`config.mk`:
```
export PLATFORM = sky130hd
export DESIGN_NAME = disp_score_digits_flat
export DESIGN_NICKNAME = d
export VERILOG_FILES = /design/src/rtl/disp_score_digits_if.sv /design/src/rtl/disp_score_digits.sv /design/src/flat_wrapper.sv
export SDC_FILE = /design/constraint.sdc
export NUM_CORES = 1
export LEC_CHECK = 0
export ABC_AREA = 1
export BUFFER_PORTS_ARGS = -buffer_cell sky130_fd_sc_hd__buf_2
export CORE_UTILIZATION = 62
export CTS_BUF_LIST = sky130_fd_sc_hd__clkbuf_16
export DETAILED_ROUTE_END_ITERATION = 10
export PLACE_DENSITY = 0.84
export SYNTH_ARGS = -nofsm -noshare
export SYNTH_HDL_FRONTEND = slang
export SYNTH_SLANG_ARGS = --single-unit
```
`constraint.sdc`:
```
create_clock -name clk -period 8.5 [get_ports clk]
set_input_delay 1.275 -clock clk [delete_from_list [all_inputs] [get_ports clk]]
set_output_delay 1.275 -clock clk [all_outputs]
set_load 0.005 [all_outputs]
```
`src/rtl/disp_score_digits_if.sv`:
```
// rtl/disp_score_digits_if.sv - score request, raster position and per-pixel digit bundle
interface disp_score_digits_if #(
  parameter int SCORE_W = 16
);
  logic [SCORE_W-1:0] i_score;
  logic               i_score_vld;
  logic               i_frame_start;
  logic [10:0]        cnt_h;
  logic [9:0]         cnt_v;
  logic               o_busy;
  logic               o_ovf;
  logic [3:0]         o_digit;
  logic [6:0]         o_cnt_h;
  logic [6:0]         o_cnt_v;
  logic               o_digit_en;

  modport master (
    output i_score,
    output i_score_vld,
    output i_frame_start,
    output cnt_h,
    output cnt_v,
    input  o_busy,
    input  o_ovf,
    input  o_digit,
    input  o_cnt_h,
    input  o_cnt_v,
    input  o_digit_en
  );

  modport slave (
    input  i_score,
    input  i_score_vld,
    input  i_frame_start,
    input  cnt_h,
    input  cnt_v,
    output o_busy,
    output o_ovf,
    output o_digit,
    output o_cnt_h,
    output o_cnt_v,
    output o_digit_en
  );
endinterface

```
`src/rtl/disp_score_digits.sv`:
```
// rtl/disp_score_digits.sv - binary score to double-buffered BCD digit row for the 7-segment renderer
// Optional leading-zero blanking: define DISP_SCORE_LZB_EN.
module disp_score_digits #(
  parameter int          SCORE_W    = 16,
  parameter int          NUM_DIGITS = 5,
  parameter logic [10:0] POS_H      = 11'd700,
  parameter logic [9:0]  POS_V      = 10'd64,
  parameter logic [6:0]  DIGIT_W    = 7'd64,
  parameter logic [6:0]  DIGIT_H    = 7'd96
) (
  input  logic                clk,
  input  logic                rst,
  disp_score_digits_if.slave  bus
);

  localparam int BCD_W = 4 * NUM_DIGITS;
  localparam int CNT_W = (SCORE_W > 1) ? $clog2(SCORE_W) : 1;
  localparam int IDX_W = (NUM_DIGITS > 1) ? $clog2(NUM_DIGITS) : 1;

  localparam logic [CNT_W-1:0] CNT_INIT  = CNT_W'(SCORE_W - 1);
  localparam logic [BCD_W-1:0] ALL_NINES = {NUM_DIGITS{4'h9}};

  localparam logic [11:0] H_LO = {1'b0, POS_H};
  localparam logic [11:0] H_HI = 12'(int'(POS_H) + NUM_DIGITS * int'(DIGIT_W));
  localparam logic [10:0] V_LO = {1'b0, POS_V};
  localparam logic [10:0] V_HI = 11'(int'(POS_V) + int'(DIGIT_H));

  typedef enum logic [1:0] {
    S_IDLE  = 2'd0,
    S_SHIFT = 2'd1,
    S_DONE  = 2'd2
  } state_t;

  state_t             r_state;
  state_t             w_state_nxt;
  logic               w_busy;

  logic [SCORE_W-1:0] r_bin;
  logic [SCORE_W-1:0] r_pend_val;
  logic               r_pend;
  logic [CNT_W-1:0]   r_bit_cnt;
  logic [BCD_W-1:0]   r_acc;
  logic               r_acc_ovf;
  logic [BCD_W-1:0]   w_acc_adj;

  logic [BCD_W-1:0]   r_shadow;
  logic               r_shadow_ovf;
  logic               r_ready;
  logic [3:0]         r_disp [NUM_DIGITS];
  logic               r_ovf;

  logic               w_start;
  logic [SCORE_W-1:0] w_start_val;
  logic               w_commit;

  logic [11:0]        w_h;
  logic [10:0]        w_v;
  logic               w_in_win;
  logic [IDX_W-1:0]   w_idx;
  logic [11:0]        w_base;
  logic [6:0]         w_cnt_h;
  logic [6:0]         w_cnt_v;
  logic               w_blank;

  logic [3:0]         r_digit;
  logic [6:0]         r_cnt_h;
  logic [6:0]         r_cnt_v;
  logic               r_digit_en;

  // A fresh strobe beats a pending value: it is the newer of the two.
  assign w_start     = (r_state == S_IDLE) && (bus.i_score_vld || r_pend);
  assign w_start_val = bus.i_score_vld ? bus.i_score : r_pend_val;
  assign w_commit    = bus.i_frame_start && r_ready;

  always_ff @(posedge clk or posedge rst) begin
    if (rst) begin
      r_state <= S_IDLE;
    end else begin
      r_state <= w_state_nxt;
    end
  end

  always_comb begin
    w_state_nxt = r_state;
    case (r_state)
      S_IDLE:  if (w_start) w_state_nxt = S_SHIFT;
      S_SHIFT: if (r_bit_cnt == '0) w_state_nxt = S_DONE;
      S_DONE:  w_state_nxt = S_IDLE;
      default: w_state_nxt = S_IDLE;
    endcase
  end

  always_comb begin
    w_busy = (r_state != S_IDLE);
  end

  always_comb begin
    w_acc_adj = r_acc;
    for (int k = 0; k < NUM_DIGITS; k++) begin
      if (r_acc[4*k +: 4] >= 4'd5) begin
        w_acc_adj[4*k +: 4] = r_acc[4*k +: 4] + 4'd3;
      end
    end
  end

  // A bit leaving the top nibble means the value no longer fits the digit row.
  always_ff @(posedge clk or posedge rst) begin
    if (rst) begin
      r_bin        <= '0;
      r_bit_cnt    <= '0;
      r_acc        <= '0;
      r_acc_ovf    <= 1'b0;
      r_pend       <= 1'b0;
      r_pend_val   <= '0;
      r_shadow     <= '0;
      r_shadow_ovf <= 1'b0;
      r_ready      <= 1'b0;
      r_ovf        <= 1'b0;
      for (int k = 0; k < NUM_DIGITS; k++) begin
        r_disp[k] <= 4'd0;
      end
    end else begin
      if (w_start) begin
        r_bin     <= w_start_val;
        r_acc     <= '0;
        r_acc_ovf <= 1'b0;
        r_bit_cnt <= CNT_INIT;
      end else if (r_state == S_SHIFT) begin
        r_acc     <= {w_acc_adj[BCD_W-2:0], r_bin[SCORE_W-1]};
        r_acc_ovf <= r_acc_ovf | w_acc_adj[BCD_W-1];
        r_bin     <= {r_bin[SCORE_W-2:0], 1'b0};
        r_bit_cnt <= r_bit_cnt - 1'b1;
      end

      if (w_start) begin
        r_pend <= 1'b0;
      end else if (w_busy && bus.i_score_vld) begin
        r_pend     <= 1'b1;
        r_pend_val <= bus.i_score;
      end

      if (r_state == S_DONE) begin
        r_shadow     <= r_acc_ovf ? ALL_NINES : r_acc;
        r_shadow_ovf <= r_acc_ovf;
      end

      // Setting wins so a result finished on a frame start waits for the next one.
      if (r_state == S_DONE) begin
        r_ready <= 1'b1;
      end else if (w_commit) begin
        r_ready <= 1'b0;
      end

      if (w_commit) begin
        for (int k = 0; k < NUM_DIGITS; k++) begin
          r_disp[k] <= r_shadow[(NUM_DIGITS-1-k)*4 +: 4];
        end
        r_ovf <= r_shadow_ovf;
      end
    end
  end

  assign w_h      = {1'b0, bus.cnt_h};
  assign w_v      = {1'b0, bus.cnt_v};
  assign w_in_win = (w_h >= H_LO) && (w_h < H_HI) && (w_v >= V_LO) && (w_v < V_HI);

  always_comb begin
    w_idx  = '0;
    w_base = H_LO;
    for (int k = 1; k < NUM_DIGITS; k++) begin
      if (w_h >= 12'(int'(POS_H) + k * int'(DIGIT_W))) begin
        w_idx  = IDX_W'(k);
        w_base = 12'(int'(POS_H) + k * int'(DIGIT_W));
      end
    end
  end

  assign w_cnt_h = 7'(w_h - w_base);
  assign w_cnt_v = 7'(w_v - V_LO);

`ifdef DISP_SCORE_LZB_EN
  logic [NUM_DIGITS-1:0] w_lead_zero;
  logic                  w_run;

  always_comb begin
    w_lead_zero = '0;
    w_run       = 1'b1;
    for (int k = 0; k < NUM_DIGITS; k++) begin
      w_run          = w_run & (r_disp[k] == 4'd0);
      w_lead_zero[k] = w_run;
    end
  end

  assign w_blank = w_lead_zero[w_idx] && (w_idx != IDX_W'(NUM_DIGITS - 1));
`else
  assign w_blank = 1'b0;
`endif

  always_ff @(posedge clk or posedge rst) begin
    if (rst) begin
      r_digit    <= 4'd0;
      r_cnt_h    <= 7'd0;
      r_cnt_v    <= 7'd0;
      r_digit_en <= 1'b0;
    end else if (w_in_win) begin
      r_digit    <= r_disp[w_idx];
      r_cnt_h    <= w_cnt_h;
      r_cnt_v    <= w_cnt_v;
      r_digit_en <= ~w_blank;
    end else begin
      r_digit    <= 4'd0;
      r_cnt_h    <= 7'd0;
      r_cnt_v    <= 7'd0;
      r_digit_en <= 1'b0;
    end
  end

  assign bus.o_busy     = w_busy;
  assign bus.o_ovf      = r_ovf;
  assign bus.o_digit    = r_digit;
  assign bus.o_cnt_h    = r_cnt_h;
  assign bus.o_cnt_v    = r_cnt_v;
  assign bus.o_digit_en = r_digit_en;

endmodule

```
`src/flat_wrapper.sv`:
```
// flat-port wrapper written by rule: the top's interface ports become plain ports
module disp_score_digits_flat 
#(
  parameter int          SCORE_W    = 16,
  parameter int          NUM_DIGITS = 5,
  parameter logic [10:0] POS_H      = 11'd700,
  parameter logic [9:0]  POS_V      = 10'd64,
  parameter logic [6:0]  DIGIT_W    = 7'd64,
  parameter logic [6:0]  DIGIT_H    = 7'd96
)
  (clk, rst, bus_i_score, bus_i_score_vld, bus_i_frame_start, bus_cnt_h, bus_cnt_v, bus_o_busy, bus_o_ovf, bus_o_digit, bus_o_cnt_h, bus_o_cnt_v, bus_o_digit_en);
  disp_score_digits_if #(.SCORE_W(SCORE_W)) bus_i ();
  input  logic clk;
  input  logic rst;
  input wire logic [$bits(bus_i.i_score)-1:0] bus_i_score;
  input wire logic [$bits(bus_i.i_score_vld)-1:0] bus_i_score_vld;
  input wire logic [$bits(bus_i.i_frame_start)-1:0] bus_i_frame_start;
  input wire logic [$bits(bus_i.cnt_h)-1:0] bus_cnt_h;
  input wire logic [$bits(bus_i.cnt_v)-1:0] bus_cnt_v;
  output wire logic [$bits(bus_i.o_busy)-1:0] bus_o_busy;
  output wire logic [$bits(bus_i.o_ovf)-1:0] bus_o_ovf;
  output wire logic [$bits(bus_i.o_digit)-1:0] bus_o_digit;
  output wire logic [$bits(bus_i.o_cnt_h)-1:0] bus_o_cnt_h;
  output wire logic [$bits(bus_i.o_cnt_v)-1:0] bus_o_cnt_v;
  output wire logic [$bits(bus_i.o_digit_en)-1:0] bus_o_digit_en;
  assign bus_i.i_score = bus_i_score;
  assign bus_i.i_score_vld = bus_i_score_vld;
  assign bus_i.i_frame_start = bus_i_frame_start;
  assign bus_i.cnt_h = bus_cnt_h;
  assign bus_i.cnt_v = bus_cnt_v;
  assign bus_o_busy = bus_i.o_busy;
  assign bus_o_ovf = bus_i.o_ovf;
  assign bus_o_digit = bus_i.o_digit;
  assign bus_o_cnt_h = bus_i.o_cnt_h;
  assign bus_o_cnt_v = bus_i.o_cnt_v;
  assign bus_o_digit_en = bus_i.o_digit_en;
  disp_score_digits #(.SCORE_W(SCORE_W), .NUM_DIGITS(NUM_DIGITS), .POS_H(POS_H), .POS_V(POS_V), .DIGIT_W(DIGIT_W), .DIGIT_H(DIGIT_H)) u_core (.clk(clk), .rst(rst), .bus(bus_i));
endmodule
```
Yosys cells after proc, flatten, opt, wreduce, memory -nomap -nowiden
Index checks and enable logic that the tools add are counted.
{"block": "totals", "ff_bits": 122, "input_bits": 41, "output_inout_bits": 21}
{"block": "op_classes", "n_addsub": 8, "magnitude_cmp": 14, "n_eq_ne": 4, "n_mux": 37, "n_bitwise": 3, "reduce_logical": 15}
{"op": "$mux 20", "count": 3}
{"op": "$ge 11x10->1 const B", "count": 5}
{"op": "$mux 16", "count": 3}
{"op": "$mux 7", "count": 6}
{"op": "$mux 4", "count": 10}
{"op": "$add 4x2->4 const B", "count": 5}
{"op": "$ge 4x3->1 const B", "count": 5}
{"op": "$bmux 4 s3", "count": 1}
{"op": "$lt 11x10->1 const B", "count": 1}
{"op": "$ge 10x7->1 const B", "count": 1}
{"op": "$lt 10x8->1 const B", "count": 1}
{"op": "$mux 3", "count": 3}
{"op": "$mux 1", "count": 8}
{"op": "$reduce_bool 2->1", "count": 4}
{"op": "$sub 7x7->7", "count": 1}
{"op": "$sub 7x7->7 const B", "count": 1}
{"op": "$logic_and 1x1->1", "count": 6}
{"op": "$ge 4x4->1 const B", "count": 1}
{"op": "$logic_not 4->1", "count": 1}
{"op": "$mux 2", "count": 2}
{"op": "$ne 2x1->1 const B", "count": 2}
{"op": "$not 3->4", "count": 1}
{"op": "$pmux 2 s2", "count": 1}
{"op": "$reduce_and 2->1", "count": 2}
{"op": "7 further kinds", "count": 7}

Longest topological paths before layout
{"block": "depth", "word_depth": 10, "depth_mapped": 14, "ltp_nobuf": 14}

Worst setup path before layout
Ideal clock, no wire load.
{"block": "synth_path", "path_kind": "input to register", "from": "input port bus_cnt_h[2]", "to": "register u_core.r_digit[0], in the netlist u_core.bus.o_digit[0]", "setup_ps": 122, "t_arrival_ps": 2350, "required_ps": 8378, "path_slack_ps": 6027, "cell_stages": 13, "cell_sequence": "ha_1 > nand3_2 > nor2_1 > nand2_1 > nand2_1 > nor2_2 > nand2_2 > nand2_4 > nand2_4 > nand2_1 > nand3_1 > nand2_1 > nor2_2"}
{"block": "synth_between", "elab_chain_cells": 10, "word_cells_on_any_way": 18}
{"element": "start, declared", "line_no": "flat_wrapper.sv:18", "source": "input wire logic [$bits(bus_i.cnt_h)-1:0] bus_cnt_h;"}
{"element": "$ge 11x10->1", "line_no": "disp_score_digits.sv:171", "source": "if (w_h >= 12'(int'(POS_H) + k * int'(DIGIT_W))) begin"}
{"element": "$mux 1", "line_no": "disp_score_digits.sv:171"}
{"element": "$mux 3 (3 in series)", "line_no": "disp_score_digits.sv:171"}
{"element": "$not 3->4 (implied by the code)", "line_no": "disp_score_digits.sv:206", "source": "r_digit <= r_disp[w_idx];"}
{"element": "$bmux 4 s3", "line_no": "disp_score_digits.sv:206"}
{"element": "$mux 4 (implied by the code) (2 in series)", "line_no": "disp_score_digits.sv:206"}
{"element": "$mux 4 *", "line_no": "disp_score_digits.sv:205", "source": "end else if (w_in_win) begin"}
{"element": "end signal, assigned", "line_no": "disp_score_digits.sv:206"}
{"element": "end, declared", "line_no": "disp_score_digits.sv:65", "source": "logic [3:0] r_digit;"}
Every way passes the cells marked *; elsewhere a longest branch is shown, timed or not. The select of a mux whose other input is x is not followed.
A chain may end at the register's enable or synchronous reset.

Worst setup path in the final report
{"block": "layout_path", "from": "input port bus_i_score_vld", "to": "register u_core.r_acc[6]"}
{"block": "layout_between", "elab_chain_cells": 3, "word_cells_on_any_way": 4}
{"element": "start, declared", "line_no": "flat_wrapper.sv:16", "source": "input wire logic [$bits(bus_i.i_score_vld)-1:0] bus_i_score_vld;"}
{"element": "$logic_or 1x1->1 *", "line_no": "disp_score_digits.sv:71", "source": "assign w_start = (r_state == S_IDLE) && (bus.i_score_vld || r_pend);"}
{"element": "$logic_and 1x1->1 *", "line_no": "disp_score_digits.sv:71"}
{"element": "$mux 20 / $reduce_bool 2->1 (equally long branches)"}
{"element": "end signal, assigned", "line_no": "disp_score_digits.sv:129", "source": "r_acc <= {w_acc_adj[BCD_W-2:0], r_bin[SCORE_W-1]};"}
{"element": "end, declared", "line_no": "disp_score_digits.sv:42", "source": "logic [BCD_W-1:0] r_acc;"}
Every way passes the cells marked *; elsewhere a longest branch is shown, timed or not.

==> impl_metrics.env <==
export IMPL_setup_viol=0
export IMPL_globalplace_congestion=0.854
export IMPL_grt_usage=0.289
export IMPL_syn_instance_count=596
export IMPL_pre_cts_ws_ns=5.05
export IMPL_vias_per_cell=5.82
export IMPL_diodes=0
export IMPL_finalCritPeriodShare=0.368
export IMPL_drv_cap=0
export IMPL_antenna_found_initial=0
export IMPL_setup_worst_path_class="primary input to flip-flop"
export IMPL_critPathArrivalTime_ns=3.42
export IMPL_synth_avg_cell_area_um2=9.33
export IMPL_die_w_um=96.7
export IMPL_yosysWarnings=0
export IMPL_htree_num_levels=4
export IMPL_cp_start_kind="primary input"
export IMPL_finish_instance_area_um2=6520
export IMPL_path_buf_inv=3
export IMPL_cp_data_required_time_ns=8.79
export IMPL_maxSlewHeadroom=0.271
export IMPL_drc=0
export IMPL_setup_slack_ns=5.37
export IMPL_synthSimpleGateAreaFrac=0.157
export IMPL_cts_hold_buf=0
export IMPL_fmax_mhz=320
export IMPL_final_core_util=0.748
export IMPL_num_vias=4542
export IMPL_syn_to_final_growth_pct=17.3
export IMPL_chipHeight_um=96.7
export IMPL_place_area_um2=5940
export IMPL_cts_made_buffers=17
export IMPL_fin_nets=713
export IMPL_ir_worst_vdd_mv=0.225
export IMPL_p_total_mw=2.31
export IMPL_crit_path_end_kind="flip-flop"
export IMPL_synth_compound_area_frac=0.133
export IMPL_start_util=0.638
export IMPL_cts_root_buf="clkbuf_16"
export IMPL_postCtsSetupBuffers=0
export IMPL_syn_nets=649
export IMPL_rows=34
export IMPL_cts_resized=0
export IMPL_grt_pass1_vias=4581
export IMPL_timing_hold_ws_ns=0.486
export IMPL_synthArstFlopShare=1.00
export IMPL_drtIter0Drc=275
export IMPL_ioPinCount=62
export IMPL_hold_viol_final=0
export IMPL_ant_nets=0
export IMPL_first_pass_iters=5
export IMPL_status="completed"
export IMPL_synthMuxAreaShare=0.0536
export IMPL_fin_setup_tns_ns=0
export IMPL_clock_sinks=122
export IMPL_dp_cells=749
export IMPL_drive_gt1_frac=0.195
export IMPL_critical_path_max_fanout=23
export IMPL_p_leak_nw=3.26
export IMPL_synth_top_family_by_area="simple AND/OR/NAND/NOR gates"
export IMPL_dp_hpwl_mm=7.89
export IMPL_num_fill_cells=560
export IMPL_path_cells="buf_2 > o21ai_4 > inv_1 > nor2_4 > inv_1 > o21ai_0"
export IMPL_synth_edf_count=0
export IMPL_fin_crit_ns=3.13
export IMPL_max_stage_delay_ns=0.46
export IMPL_synth_area_um2=5560
export IMPL_overflow=0
export IMPL_clkLatencyLatePin_ns=0.41
export IMPL_fp_dieArea_um2=9350
export IMPL_ys_flop_type="dfrtp_1"
export IMPL_grt_max_degree=71
export IMPL_clkTransAtPathRegs_ns=0.06
export IMPL_synth_cell_types=35
export IMPL_slew_violations=0
export IMPL_post_drt_wl_per_cell_um=15.8
export IMPL_synth_seq_cells=122
export IMPL_synth_fa_ha_area_frac=0.0270
export IMPL_worst_slew_pin_slew_ns=1.09
export IMPL_crit_slowest_cell="o21ai_4"
export IMPL_numPortBuffers=61
export IMPL_fin_worst_skew_ns=0.00618
export IMPL_worstHoldPathType="flip-flop to flip-flop"
export IMPL_cts_buffer_depth=2
export IMPL_cts_tree="done"
export IMPL_wirelength_mm=12.4
export IMPL_powerDensity_nw_per_um2=354
export IMPL_core_um2=8720
export IMPL_grt_pass1_wl_mm=21.3
export IMPL_rsz0062_at_grt="no"
export IMPL_cpMostUsedCell="inv_1"
export IMPL_instances_no_fill=781
export IMPL_critPathTopFamily="buffers and inverters"
export IMPL_synth_xor_area_frac=0.00788
export IMPL_synth_seq_area_share=0.549
[cell type report]
cell class | instances | area, um2 | area share
Sequential cell | 122 | 3050 | 0.468
Multi-Input combinational cell | 370 | 2110 | 0.323
Clock buffer | 17 | 425 | 0.0652
Timing Repair Buffer | 64 | 328 | 0.0503
Inverter | 85 | 322 | 0.0493
Clock inverter | 15 | 153 | 0.0234
Tap cell | 108 | 135 | 0.0207
[metal layers]
layer | vias to the layer above | part of all wire | global-route usage
met5 | - | 0 | 0
met3 | 48 | 0.063 | 0.0766
met2 | 200 | 0.50 | 0.488
met4 | 0 | 0.034 | 0.133
met1 | 2182 | 0.40 | 0.347
li1 | 2112 | - | -
[flip-flops by register name, indices dropped and copies added, names as in the netlist]
signal and cells:
u_core.r_acc 20, u_core.r_disp 20, u_core.r_shadow 20, u_core.r_bin 16
u_core.r_pend_val 16, u_core.bus.o_cnt_h 7, u_core.bus.o_cnt_v 7, u_core.bus.o_digit 4
u_core.r_bit_cnt 4, u_core.r_state 2, u_core.bus.o_digit_en 1, u_core.bus.o_ovf 1
u_core.r_acc_ovf 1, u_core.r_pend 1, u_core.r_ready 1, u_core.r_shadow_ovf 1
[cells by family after synthesis]
| kind of cell | Yosys count |
|---|---|
| buf+inv | 104 |
| xor+xnor | 5 |
| flops | 122 |
| simple gates | 202 |
| mux | 28 |
| compound gates | 123 |
| fa+ha+maj | 12 |
[cell usage in the layout, fill, tap and decap left out, types with 2 or more instances in the layout]
cell type	n
nand4_1	4
or2_2	2
buf_4	3
bufinv_16	2
nand2_4	2
clkinv_2	2
nand2_2	2
o211ai_1	14
clkbuf_16	17
dfrtp_1	122
xor2_1	5
a21oi_1	13
mux2_2	14
nand3_1	34
nor2_2	5
nor2_4	2
clkinvlp_4	3
nor3_1	2
clkinv_1	3
o221ai_1	2
o22ai_1	16
a22oi_1	11
nand2_1	106
clkinv_4	5
o32ai_1	3
nor2_1	41
o21ai_0	59
inv_2	6
ha_1	12
mux2i_1	14
buf_2	61
inv_1	77
[worst register-to-register path, stage by stage (launching register included)]
cell	delay, ns
dfrtp_1	0.38
inv_1	0.08
nor2_1	0.55
inv_1	0.41
nor2_1	0.21
buf_4	0.22
clkinv_1	0.28
o22ai_1	0.21
[synth_stat cells (all sizes together), types with 2 or more instances]
cell type  number  area share
dfrtp         122        0.55
nand2         110       0.078
inv            84       0.057
o21ai          60       0.056
nor2           48       0.037
nand3          35       0.032
o22ai          16       0.018
a21oi          14       0.013
mux2           14       0.028
mux2i          14       0.025
o211ai         14       0.019
ha             12       0.027
a22oi          11       0.015
clkbuf         11      0.0074
buf             8      0.0077
xor2            5      0.0079
nand4           4      0.0045
o32ai           3      0.0047
nor3            2      0.0018
o221ai          2      0.0032
or2             2      0.0022
[power breakdown]
part / switching, mW / internal [mW]
sequential: 0.102 / 0.769
clock: 0.267 / 0.430
combinational: 0.477 / 0.267
total: 0.846 / 1.47
[path summary, 6_finish.rpt]
kind / start / endpoint / slack (ns) / depth (start not counted)
max reg2reg: u_core.r_state[1] / u_core.r_shadow[1] / 6.08 / 7
max in group asynchronous: rst / u_core.r_acc[16] / 6.29 / 3
min: u_core.bus.o_ovf / u_core.bus.o_ovf / 0.49 / 2
min in group asynchronous: rst / u_core.bus.o_cnt_v[5] / 1.04 / 2
min reg2reg: u_core.bus.o_ovf / u_core.bus.o_ovf / 0.49 / 2
max: bus_i_score_vld / u_core.r_acc[6] / 5.37 / 6
No activity file was read; power rests on OpenSTA's default activity.
